$ cat src/rtl/layer_compositor.sv
// Two-stage priority compositor for stacked colour layers, with a sticky
// collision flag, first-hit coordinates and a per-frame collision counter.
module layer_compositor #(
  parameter int NUM_LAYERS = 4,
  parameter int COLOR_W    = 12,
  parameter bit KEY_BLACK  = 1'b1,
  parameter bit KEY_WHITE  = 1'b1
) (
  input  logic                          clk,
  input  logic                          reset,
  input  logic [9:0]                    pix_row,
  input  logic [9:0]                    pix_col,
  input  logic                          video_on,
  input  logic                          frame_start,
  input  logic [NUM_LAYERS*COLOR_W-1:0] layers_in,
  input  logic [NUM_LAYERS-1:0]         layer_en,
  input  logic                          collision_ack,
  output logic [COLOR_W-1:0]            vga_out,
  output logic                          collision,
  output logic [9:0]                    coll_row,
  output logic [9:0]                    coll_col,
  output logic [7:0]                    coll_frames
);

  typedef enum logic {CLEAR, FLAGGED} coll_state_t;

  coll_state_t                   state;
  logic [NUM_LAYERS-1:0]         opaque;
  logic [NUM_LAYERS*COLOR_W-1:0] s1_layers;
  logic [NUM_LAYERS-1:0]         s1_opaque;
  logic                          s1_von;
  logic [9:0]                    s1_row;
  logic [9:0]                    s1_col;
  logic [COLOR_W-1:0]            pick;
  logic                          mid;
  logic                          hit;
  logic                          frame_hit;

  // The background layer ignores colour keying.
  always_comb begin
    opaque = '0;
    for (int k = 0; k < NUM_LAYERS; k++) begin
      if (k == NUM_LAYERS-1) begin
        opaque[k] = layer_en[k];
      end else begin
        opaque[k] = layer_en[k]
          && !(KEY_BLACK && layers_in[k*COLOR_W +: COLOR_W] == '0)
          && !(KEY_WHITE && layers_in[k*COLOR_W +: COLOR_W] == '1);
      end
    end
  end

  always_ff @(posedge clk or posedge reset) begin
    if (reset) begin
      s1_layers <= '0;
      s1_opaque <= '0;
      s1_von    <= 1'b0;
      s1_row    <= '0;
      s1_col    <= '0;
    end else begin
      s1_layers <= layers_in;
      s1_opaque <= opaque;
      s1_von    <= video_on;
      s1_row    <= pix_row;
      s1_col    <= pix_col;
    end
  end

  // Scan from the back so the lowest-index opaque layer wins.
  always_comb begin
    pick = '0;
    for (int k = NUM_LAYERS-1; k >= 0; k--) begin
      if (s1_opaque[k]) pick = s1_layers[k*COLOR_W +: COLOR_W];
    end
    mid = 1'b0;
    for (int k = 1; k < NUM_LAYERS-1; k++) begin
      mid = mid | s1_opaque[k];
    end
    hit = s1_von & s1_opaque[0] & mid;
  end

  always_ff @(posedge clk or posedge reset) begin
    if (reset) begin
      vga_out <= '0;
    end else begin
      vga_out <= s1_von ? pick : '0;
    end
  end

  // A new hit takes precedence over a simultaneous acknowledge.
  always_ff @(posedge clk or posedge reset) begin
    if (reset) begin
      state    <= CLEAR;
      coll_row <= '0;
      coll_col <= '0;
    end else begin
      unique case (state)
        CLEAR: begin
          if (hit) begin
            state    <= FLAGGED;
            coll_row <= s1_row;
            coll_col <= s1_col;
          end
        end
        FLAGGED: begin
          if (hit && collision_ack) begin
            coll_row <= s1_row;
            coll_col <= s1_col;
          end else if (collision_ack) begin
            state <= CLEAR;
          end
        end
        default: state <= CLEAR;
      endcase
    end
  end

  assign collision = (state == FLAGGED);

  always_ff @(posedge clk or posedge reset) begin
    if (reset) begin
      coll_frames <= '0;
      frame_hit   <= 1'b0;
    end else if (frame_start) begin
      if (frame_hit && coll_frames != 8'hFF) begin
        coll_frames <= coll_frames + 8'd1;
      end
      frame_hit <= hit;
    end else if (hit) begin
      frame_hit <= 1'b1;
    end
  end

endmodule

$ cat config.mk
export PLATFORM = sky130hd
export DESIGN_NAME = layer_compositor
export DESIGN_NICKNAME = d
export VERILOG_FILES = /design/src/rtl/layer_compositor.sv
export SDC_FILE = /design/constraint.sdc
export NUM_CORES = 1
export LEC_CHECK = 0
export ABC_AREA = 1
export BUFFER_PORTS_ARGS = -buffer_cell sky130_fd_sc_hd__buf_2
export CORE_UTILIZATION = 51
export CTS_CLUSTER_SIZE = 10
export DETAILED_ROUTE_END_ITERATION = 8
export GPL_TIMING_DRIVEN = 0
export PLACE_DENSITY_LB_ADDON = 0.25
export SETUP_SLACK_MARGIN = 0.1
export SYNTH_ARGS = -nofsm -noshare
export SYNTH_HDL_FRONTEND = slang
export SYNTH_SLANG_ARGS = --single-unit
export TNS_END_PERCENT = 50
$ cat constraint.sdc
create_clock -name clk -period 5.1 [get_ports clk]
set_input_delay 1.53 -clock clk [delete_from_list [all_inputs] [get_ports clk]]
set_output_delay 1.53 -clock clk [all_outputs]
set_load 0.02 [all_outputs]
==> summary.txt, run 1 <==
Timing
  – Worst-margin pin slew: between 0.5 and 0.6 ns
  – Fmax: roughly 0.38 GHz
  – Setup violations, final: 0
  – Setup Skew: just under 0.008 ns
  – Post-layout minimum cycle time: 2.649 ns
  – Max-slew headroom: 0.6613
  – Max Transition Viols Final: 0
  – Worst Hold Slack: approximately 0.47 ns
  – Fin crit share: 0.5195
  – PnR worst setup slack: roughly 2.5 ns
  – RSZ-0062 raised after global routing: false
  – Fin. Hold Viols: 0
  – TNS Setup: 0 ns

Logic synthesis
  – Ys Warns: 0
  – Mean area per synthesized cell: between 10 and 15 um2
  – Synthesized area: between 4000 and 5000 um2
  – Post-Syn Nets: 470
  – FF+latch count, synth: around 120
  – Synth unique cells: 26
  – Cells after Synth: around 390
  – Register area share after synthesis: 0.6890

Power
  – Pwr/cell area: 456.1 nW/um2
  – Sequential power share: 0.414
  – Int Power: between 1.5 and 2 mW
  – Psw: 0.6213 mW
  – Clock Power Share: 0.463
  – Net Sw Frac: 0.2467
  – Overall Power: approximately 2.5 mW
  – Leakage: around 2.8 nW
  – Peak VDD IR: between 0.2 and 0.3 mV
  – Comb power frac: 0.123

Critical path
  – CP delay by family, top: flip-flops
  – CP Depth: 1
  – Worst R2R End: coll_frames[7]
  – CP required: ~3.6 ns
  – CP Buf/Inv Count: 1
  – Worst path slowest cell: dfrtp_1
  – FF-to-FF Start: coll_frames[0]
  – Worst R2R Path Depth: 8
  – WP data arrival: 1.12 ns
  – Crit end category: output pin
  – Reg2reg setup slack: roughly 3.7 ns
  – Setup CP Type: flop to output pin
  – Worst setup SP type: flop
  – Crit-path max cell delay: 0.43 ns
  – Crit-path cells: buf_2
  – Critical Path Sink: coll_frames[3]
  – CP Max Fanout: 6
  – Critical path origin: coll_frames[3]

Run
  – Max_cap viols: 0

Routing
  – Vias: about 3200
  – DRT iter0 DRCs: between 60 and 70
  – Total Routed Length: between 8 and 9 mm
  – Antenna violation net count after detailed routing: 0
  – Via/cell ratio: roughly 5.0
  – DRC viols: 0
  – Wire per inst: around 14 um
  – Drt first pass iters: 4

Finish
  – N_diodes: 0
  – Register area: ~2900 um2
  – # fillers: around 600
  – Most common cell after layout, fill and taps aside: buf_2
  – Post-Layout Cell Count: about 640
  – Final Util: 0.7074
  – Final net count: around 600
  – Share of cells above drive strength 1: 0.3137
  – Syn-to-layout area delta: 32.23%
  – Final Cell Area: approximately 5500 um2
  – Multi-input gate area in the final layout: 1151 um2
  – Most frequent cells in the layout: buf_2 (121), dfrtp_1 (115), nand2_1 (111), nor2_1 (35), nand3_1 (26)

Run status
  – Outcome: completed

Hold path
  – Hold WC Path Type: flop to flop
  – Hold depth: 2

Placement
  – Post-DP HPWL: between 6 and 7 mm
  – Inst Count DP: 612
  – Pre-CTS setup slack: 2.637 ns
  – Placed inst area: 4920 um2
  – GPL Wtd Cong: about 0.8
  – Port Buffers: approximately 120

Die
  – Die Span X: just over 90 um
  – Die Area: approximately 8600 um2
  – I/O pin cnt: ~120
  – Initial Utilization: 0.5349
  – Core area: 7807 um2
  – # rows: 32
  – Die H: 92.50 um

Global routing
  – Congestion Overflow GR: 0
  – Tot GR Track Use: 0.2268
  – Vias in the first global route: 3094
  – Initial antenna violation count: 0
  – First-pass GRT wire length: between 10 and 15 mm
  – Largest net degree at the start of global routing: between 70 and 80

CTS
  – Htree depth: 4
  – Setup Buffers After CTS: 0
  – Root Driver: clkbuf_8
  – # resized after CTS: 0
  – Clk_lat worst skew: 0.49 ns
  – CTS Buf Count: 17
  – CTS sink count: between 100 and 150
  – Hold_buf cts: 0
  – CTS Buffer Depth: 2
  – CTS tree: built
  – Worst-path clk slew: ~0.050 ns
## layout make-up
| cell class | count | share of cell area |
|---|---|---|
| Sequential cell | 115 | 0.5211 |
| Tap cell | 102 | 0.02311 |
| Multi-Input combinational cell | 249 | 0.2084 |
| Clock inverter | 9 | 0.02288 |
| Inverter | 14 | 0.009968 |
| Clock buffer | 23 | 0.08632 |
| Buffer | 14 | 0.01722 |
| Timing Repair Buffer | 118 | 0.1110 |
## per-layer routing
layer  wire (um)  track usage  vias to the layer above
li1            -            -                     1559
met1        3868       0.2973                     1533
met2        4520       0.3593                      103
met3         471      0.06240                        8
met4          98      0.09115                        0
met5           0            0                        -
## power by group through the flow
stage / clock network, mW / registers, mW / logic [mW]
after CTS: 1.18 / 1.04 / 0.313
after detailed placement: 0 / 1.06 / 0.310
final: 1.17 / 1.04 / 0.309
after global placement: 0 / 1.05 / 0.299
after floorplan: 0 / 1.12 / 0.121
after global routing: 1.23 / 1.05 / 0.342
## worst min-delay path by stage
stage	endpoint	startpoint	slack [ns]
2_1_floorplan	coll_col[0]	s1_col[0]	0.45
3_3_place_gp	coll_col[2]	coll_col[2]	0.45
3_5_place_dp	coll_row[7]	coll_row[7]	0.45
4_1_cts	coll_row[7]	coll_row[7]	0.47
5_1_grt	coll_row[4]	coll_row[4]	0.49
6_report	coll_row[8]	coll_row[8]	0.47
## synthesized netlist by cell type, drive strengths merged
cell | number | share of area
xnor2 | 1 | 0.0021
o211ai | 9 | 0.016
nand3 | 27 | 0.035
nand2 | 113 | 0.10
clkbuf | 2 | 0.0018
o21ai | 21 | 0.027
nand3b | 1 | 0.0018
inv | 14 | 0.013
nor3 | 1 | 0.0012
ha | 1 | 0.0030
dfrtp | 115 | 0.69
nand4 | 9 | 0.013
buf | 12 | 0.021
xor2 | 2 | 0.0042
nor2 | 39 | 0.039
a21oi | 25 | 0.030
## flip-flops by register name, indices dropped and copies added, names as in the netlist
signal,flops
s1_layers,48
vga_out,12
coll_col,10
coll_row,10
s1_col,10
s1_row,10
coll_frames,8
s1_opaque,4
collision,1
frame_hit,1
s1_von,1
## worst reg2reg max path, cell delays in order (launching register included)
cell     delay (ns)
dfrtp_1        0.42
ha_1           0.25
nand2_1        0.08
nor2_2         0.05
nand2_2        0.13
nand2_1        0.07
nor2_1         0.19
nand2_1        0.08
nand2_1        0.07
## cell families (layout without fill, tap and decap cells)
| family | Yosys count | after routing | synth area share |
|---|---|---|---|
| buffers and inverters | 28 | 178 | 0.03535 |
| flip-flops | 115 | 115 | 0.6890 |
| AO/OA/AOI/OAI | 55 | 55 | 0.07310 |
| XOR/XNOR | 3 | 3 | 0.006292 |
| adder cells (fa/ha/maj) | 1 | 1 | 0.002995 |
| AND/OR/NAND/NOR | 190 | 190 | 0.1932 |
No activity file was read; power rests on OpenSTA's default activity.
==> inputs of run 2 (changes only) <==
CORE_UTILIZATION = 46   (was 51)
clock period = 2.1 ns   (was 5.1 ns; I/O delays follow)
==> summary.txt, run 2 (same netlist as run 1, synthesis figures left out) <==
CTS
  – CTS tree: built
  – CTS Buf Count: 17 (unchanged)
  – Setup Buffers After CTS: 0 (unchanged)
  – Root Driver: clkbuf_8
  – Clk_lat worst skew: 0.51 ns (+0.02 ns)
  – # resized after CTS: 0 (unchanged)
  – CTS sink count: 115 (unchanged)
  – Worst-path clk slew: 0.06 ns (about the same)
  – Hold_buf cts: 0 (unchanged)
  – CTS Buffer Depth: 2 (unchanged)
  – Htree depth: 4 (unchanged)

Hold path
  – Hold WC Path Type: input port to flop

Finish
  – Largest register FFs: 48 (unchanged)
  – Final Cell Area: 5508 um2 (-0.27%)
  – Share of cells above drive strength 1: 0.3168 (+0.003106)
  – Final net count: 608 (+0.16%)
  – Top reg by flops: s1_layers
  – Most common cell after layout, fill and taps aside: buf_2
  – Final Util: 0.6285 (-0.07887)
  – Syn-to-layout area delta: 31.88%
  – N_diodes: 0 (unchanged)
  – Most frequent cells in the layout: buf_2 (121), dfrtp_1 (115), nand2_1 (111), nor2_1 (35), nand3_1 (26)
  – Top Registers: s1_layers (48), vga_out (12)

Routing
  – Antenna violation net count after detailed routing: 0 (unchanged)
  – Via/cell ratio: 4.946 (-0.55%)
  – DRC viols: 0 (unchanged)
  – DRT iter0 DRCs: 92 (+39%)
  – Drt first pass iters: 5 (+1)
  – Wire per inst: 14.11 um (+1.4%)
  – Vias: 3220 (+0.53%)
  – Total Routed Length: 9.185 mm (+2.5%)

Timing
  – Post-layout minimum cycle time: between 1.5 and 2 ns
  – Max Transition Viols Final: 0 (unchanged)
  – Fin. Hold Viols: 0 (unchanged)
  – Setup violations, final: 0 (unchanged)
  – Setup Skew: 0.008262 ns (+0.0004174 ns)
  – Fmax: around 0.56 GHz
  – Worst Hold Slack: 0.2174 ns (-0.2481 ns)
  – RSZ-0062 raised after global routing: false
  – Fin crit share: 0.8494
  – Max-slew headroom: 0.4740 (-0.1873)
  – Worst-margin pin slew: 0.7874 ns (+0.2793 ns)
  – TNS Setup: 0 ns (unchanged)
  – PnR worst setup slack: 0.3162 ns (-2.135 ns)

Critical path
  – Reg2reg setup slack: 0.68 ns (-3.02 ns)
  – CP delay by family, top: flip-flops
  – CP required: 1.47 ns (-2.10 ns)
  – Crit-path cells: buf_2
  – Setup CP Type: flop to output pin
  – Crit end category: output pin
  – Worst setup SP type: flop
  – CP Depth: 1 (unchanged)
  – Critical path origin: coll_frames[2]
  – Worst path slowest cell: dfrtp_1
  – Critical Path Sink: coll_frames[2]
  – Worst R2R End: coll_frames[7]
  – FF-to-FF Start: coll_frames[0]
  – Worst R2R Path Depth: 8 (unchanged)
  – Crit-path max cell delay: 0.44 ns (about the same)
  – CP Max Fanout: 6 (unchanged)
  – WP data arrival: 1.15 ns (+0.03 ns)
  – CP Buf/Inv Count: 1 (unchanged)

Run
  – Max_cap viols: 0 (unchanged)

Placement
  – Placed inst area: 4941 um2 (+0.43%)
  – Port Buffers: 117 (unchanged)
  – Pre-CTS setup slack: 0.5286 ns (-2.109 ns)
  – Post-DP HPWL: 6.424 mm (+3.3%)
  – GPL Wtd Cong: 0.7835 (-2.2%)

Die
  – I/O pin cnt: 118 (unchanged)
  – # rows: 34 (+6.3%)
  – Die Span X: 97.29 um (+5.2%)
  – Die Area: 9464 um2 (+11%)
  – Core area: 8763 um2 (+12%)
  – Initial Utilization: 0.4766 (-0.05835)
  – Die H: 97.29 um (+5.2%)

Global routing
  – Tot GR Track Use: 0.2124 (-0.01444)
  – Largest net degree at the start of global routing: 47 (-39%)
  – First-pass GRT wire length: 15.28 mm (+6.0%)
  – Vias in the first global route: 3090 (-0.13%)
  – Initial antenna violation count: 0 (unchanged)
  – Congestion Overflow GR: 0 (unchanged)

Power
  – Peak VDD IR: 0.5876 mV (+120%)
  – Pwr/cell area: 1089 nW/um2 (+140%)
  – Leakage: 2.775 nW (-1.1%)

Run status
  – Outcome: completed
## run 2: metrics by stage
stage	power [mW]	cells
finish	6.000	651
global route	6.269	651
CTS	6.055	651
detailed placement	3.322	619
global placement	3.289	617
floorplan	3.003	392
## run 2: worst min path at each step
stage                  startpoint            end  slack, ns  cells after the start
floorplan               s1_col[0]    coll_col[0]       0.45                      2
global placement      coll_row[3]    coll_row[3]       0.45                      2
detailed placement    coll_col[1]    coll_col[1]       0.45                      2
CTS                 layers_in[45]  s1_layers[45]       0.20                      1
global route        layers_in[45]  s1_layers[45]       0.19                      1
finish              layers_in[45]  s1_layers[45]       0.22                      1
## run 2: power by group
group / internal (mW) / leakage, nW / total [mW] / switching, mW
sequential: 2.41 / 1.39 / 2.53 / 0.118
combinational: 0.270 / 1.12 / 0.748 / 0.479
clock: 1.71 / 0.266 / 2.72 / 1.01
total: 4.39 / 2.77 / 6.00 / 1.61
## run 2: layout make-up
type	instances	area (um2)
buffer	14	95.09
clock buffer	19	431.7
clock inverter	13	135.1
fill	726	3256
inverter	14	56.30
multi-input combinational	249	1151
sequential	115	2878
tap	108	135.1
timing repair buffer	119	625.6
## run 2: layer usage
metal / vias up / GRT usage / wire length [um]
li1: 1558 / - / -
met1: 1526 / 0.2744 / 4032
met2: 126 / 0.3434 / 4549
met3: 10 / 0.06043 / 506
met4: 0 / 0.07805 / 97
met5: - / 0 / 0
==> inputs of run 3 (changes only) <==
CORE_UTILIZATION = 51   (was 46)
clock period = 1.8 ns   (was 2.1 ns; I/O delays follow)
==> summary.txt, run 3 (same netlist as run 1, synthesis figures left out) <==
Critical path
  – CP Max Fanout: 5 (-1)
  – Crit-path max cell delay: 0.42 ns (-0.02 ns)
  – Worst path slowest cell: dfrtp_1
  – CP delay by family, top: flip-flops
  – CP Buf/Inv Count: 1 (unchanged)
  – Worst setup SP type: flop
  – Setup CP Type: flop to output pin
  – Crit end category: output pin
  – WP data arrival: 1.12 ns (-0.03 ns)
  – Crit-path cells: buf_2
  – CP required: 1.26 ns (-0.21 ns)

Die
  – Die Area: 8555 um2 (-9.6%)
  – Core area: 7807 um2 (-11%)
  – Die Span X: 92.50 um (-4.9%)
  – Die H: 92.50 um (-4.9%)
  – I/O pin cnt: 118 (unchanged)
  – Initial Utilization: 0.5349 (+0.05835)
  – # rows: 32 (-5.9%)

Routing
  – Drt first pass iters: 5 (unchanged)
  – Antenna violation net count after detailed routing: 0 (unchanged)
  – DRC viols: 0 (unchanged)
  – DRT iter0 DRCs: 139 (+51%)
  – Vias: 3289 (+2.1%)
  – Wire per inst: 14.33 um (+1.6%)
  – Via/cell ratio: 5.083 (+2.8%)
  – Total Routed Length: 9.271 mm (+0.94%)

Finish
  – Largest register FFs: 48 (unchanged)
  – Syn-to-layout area delta: 33.28%
  – Most frequent cells in the layout: buf_2 (121), dfrtp_1 (113), nand2_1 (111), nor2_1 (35), nand3_1 (26)
  – Top reg by flops: s1_layers
  – Most common cell after layout, fill and taps aside: buf_2
  – Multi-input gate area in the final layout: 1151 um2 (unchanged)
  – Top Registers: s1_layers (48), vga_out (12)
  – Final net count: 610 (+0.33%)
  – # fillers: 585 (-19%)
  – N_diodes: 0 (unchanged)
  – Share of cells above drive strength 1: 0.3229 (+0.006177)
  – Register area: 2880 um2 (about the same)

Timing
  – Post-layout minimum cycle time: approximately 1.7 ns
  – Worst-margin pin slew: 0.8444 ns (+0.05705 ns)
  – RSZ-0062 raised after global routing: true
  – Fin crit share: 0.9196
  – Fmax: 0.6041 GHz
  – Max-slew headroom: 0.4359 (-0.03811)
  – Setup violations, final: 0 (unchanged)
  – Worst Hold Slack: 0.1430 ns (-0.07441 ns)
  – TNS Setup: 0 ns (unchanged)
  – Fin. Hold Viols: 0 (unchanged)
  – Max Transition Viols Final: 0 (unchanged)
  – Setup Skew: 0.004035 ns (-0.004226 ns)

Power
  – Pwr/cell area: 1307 nW/um2 (+20%)
  – Peak VDD IR: 0.6616 mV (+13%)
  – Overall Power: 7.273 mW (+21%)
  – Leakage: 2.799 nW (+0.87%)

Global routing
  – Largest net degree at the start of global routing: 47 (unchanged)
  – Tot GR Track Use: 0.2417 (+0.02938)
  – Initial antenna violation count: 0 (unchanged)
  – Vias in the first global route: 3282 (+6.2%)
  – First-pass GRT wire length: 15.34 mm (+0.41%)
  – Congestion Overflow GR: 0 (unchanged)

CTS
  – Clk_lat worst skew: 0.50 ns (about the same)
  – CTS tree: built
  – Hold_buf cts: 0 (unchanged)
  – CTS Buffer Depth: 2 (unchanged)
  – CTS Buf Count: 17 (unchanged)
  – Worst-path clk slew: 0.05 ns (about the same)
  – Root Driver: clkbuf_8
  – CTS sink count: 115 (unchanged)
  – Htree depth: 4 (unchanged)

Run
  – Max_cap viols: 0 (unchanged)

Placement
  – GPL Wtd Cong: 0.8151 (+4.0%)
  – Port Buffers: 117 (unchanged)
  – Post-DP HPWL: 6.451 mm (+0.42%)

Run status
  – Outcome: completed

Hold path
  – Hold WC Path Type: input port to flop
## run 3: changes by cell type in the layout (fill, tap and decap cells not counted), sizes merged
| cell | delta |
|---|---|
| clkinv | -2 |
| inv | -1 |
| clkinvlp | +1 |
| buf | +2 |
| bufinv | +2 |
## run 3: final cells by class
class,count,area share
Buffer,14,0.01708
Inverter,14,0.01011
Sequential cell,115,0.5174
Timing Repair Buffer,121,0.1151
Clock buffer,19,0.07755
Clock inverter,13,0.03304
Tap cell,102,0.02293
Multi-Input combinational cell,249,0.2068
## run 3: power by group
part / total [mW] / internal (mW) / leakage [nW] / switching (mW)
clock network: 3.43 / 2.28 / 0.282 / 1.15
registers: 2.96 / 2.82 / 1.38 / 0.136
logic: 0.887 / 0.319 / 1.13 / 0.568
total: 7.27 / 5.42 / 2.80 / 1.86
## run 3: through the flow
step           setup slack (ns)  instance area, um2  instances  utilization
3_5_place_dp             0.3424                4933        613       0.6319
4_1_cts                  0.1089                5550        645       0.7109
3_3_place_gp            -0.7491                4893        611       0.6268
6_report                 0.1447                5567        647       0.7130
2_1_floorplan           -0.1394                4180        392            -
5_1_grt                 0.09787                5567        647       0.7130
## run 3: worst paths after layout
check                          startpoint        endpoint  slack, ns  cells past startpoint
setup / recovery           coll_frames[7]  coll_frames[7]       0.14                      1
hold / removal                layer_en[3]    s1_opaque[3]       0.14                      1
setup reg to reg           coll_frames[0]  coll_frames[1]       0.40                      8
hold reg to reg               coll_col[0]     coll_col[0]       0.47                      2
max in group asynchronous           reset   s1_layers[40]       0.92                      3
min in group asynchronous           reset   s1_layers[11]       0.21                      2
## run 3: repair_timing
item	4_1_cts	5_1_grt
resized for setup	1	1
setup buffers	0	2
endpoints found under the setup margin	1	6
## run 3: routing by layer
metal	share of wire	track usage	vias up	wire, um
met5	0	0	-	0
met4	0.017	0.1042	0	159
met3	0.062	0.06404	15	573
met2	0.51	0.4062	138	4704
met1	0.41	0.2943	1567	3834
li1	-	-	1569	-
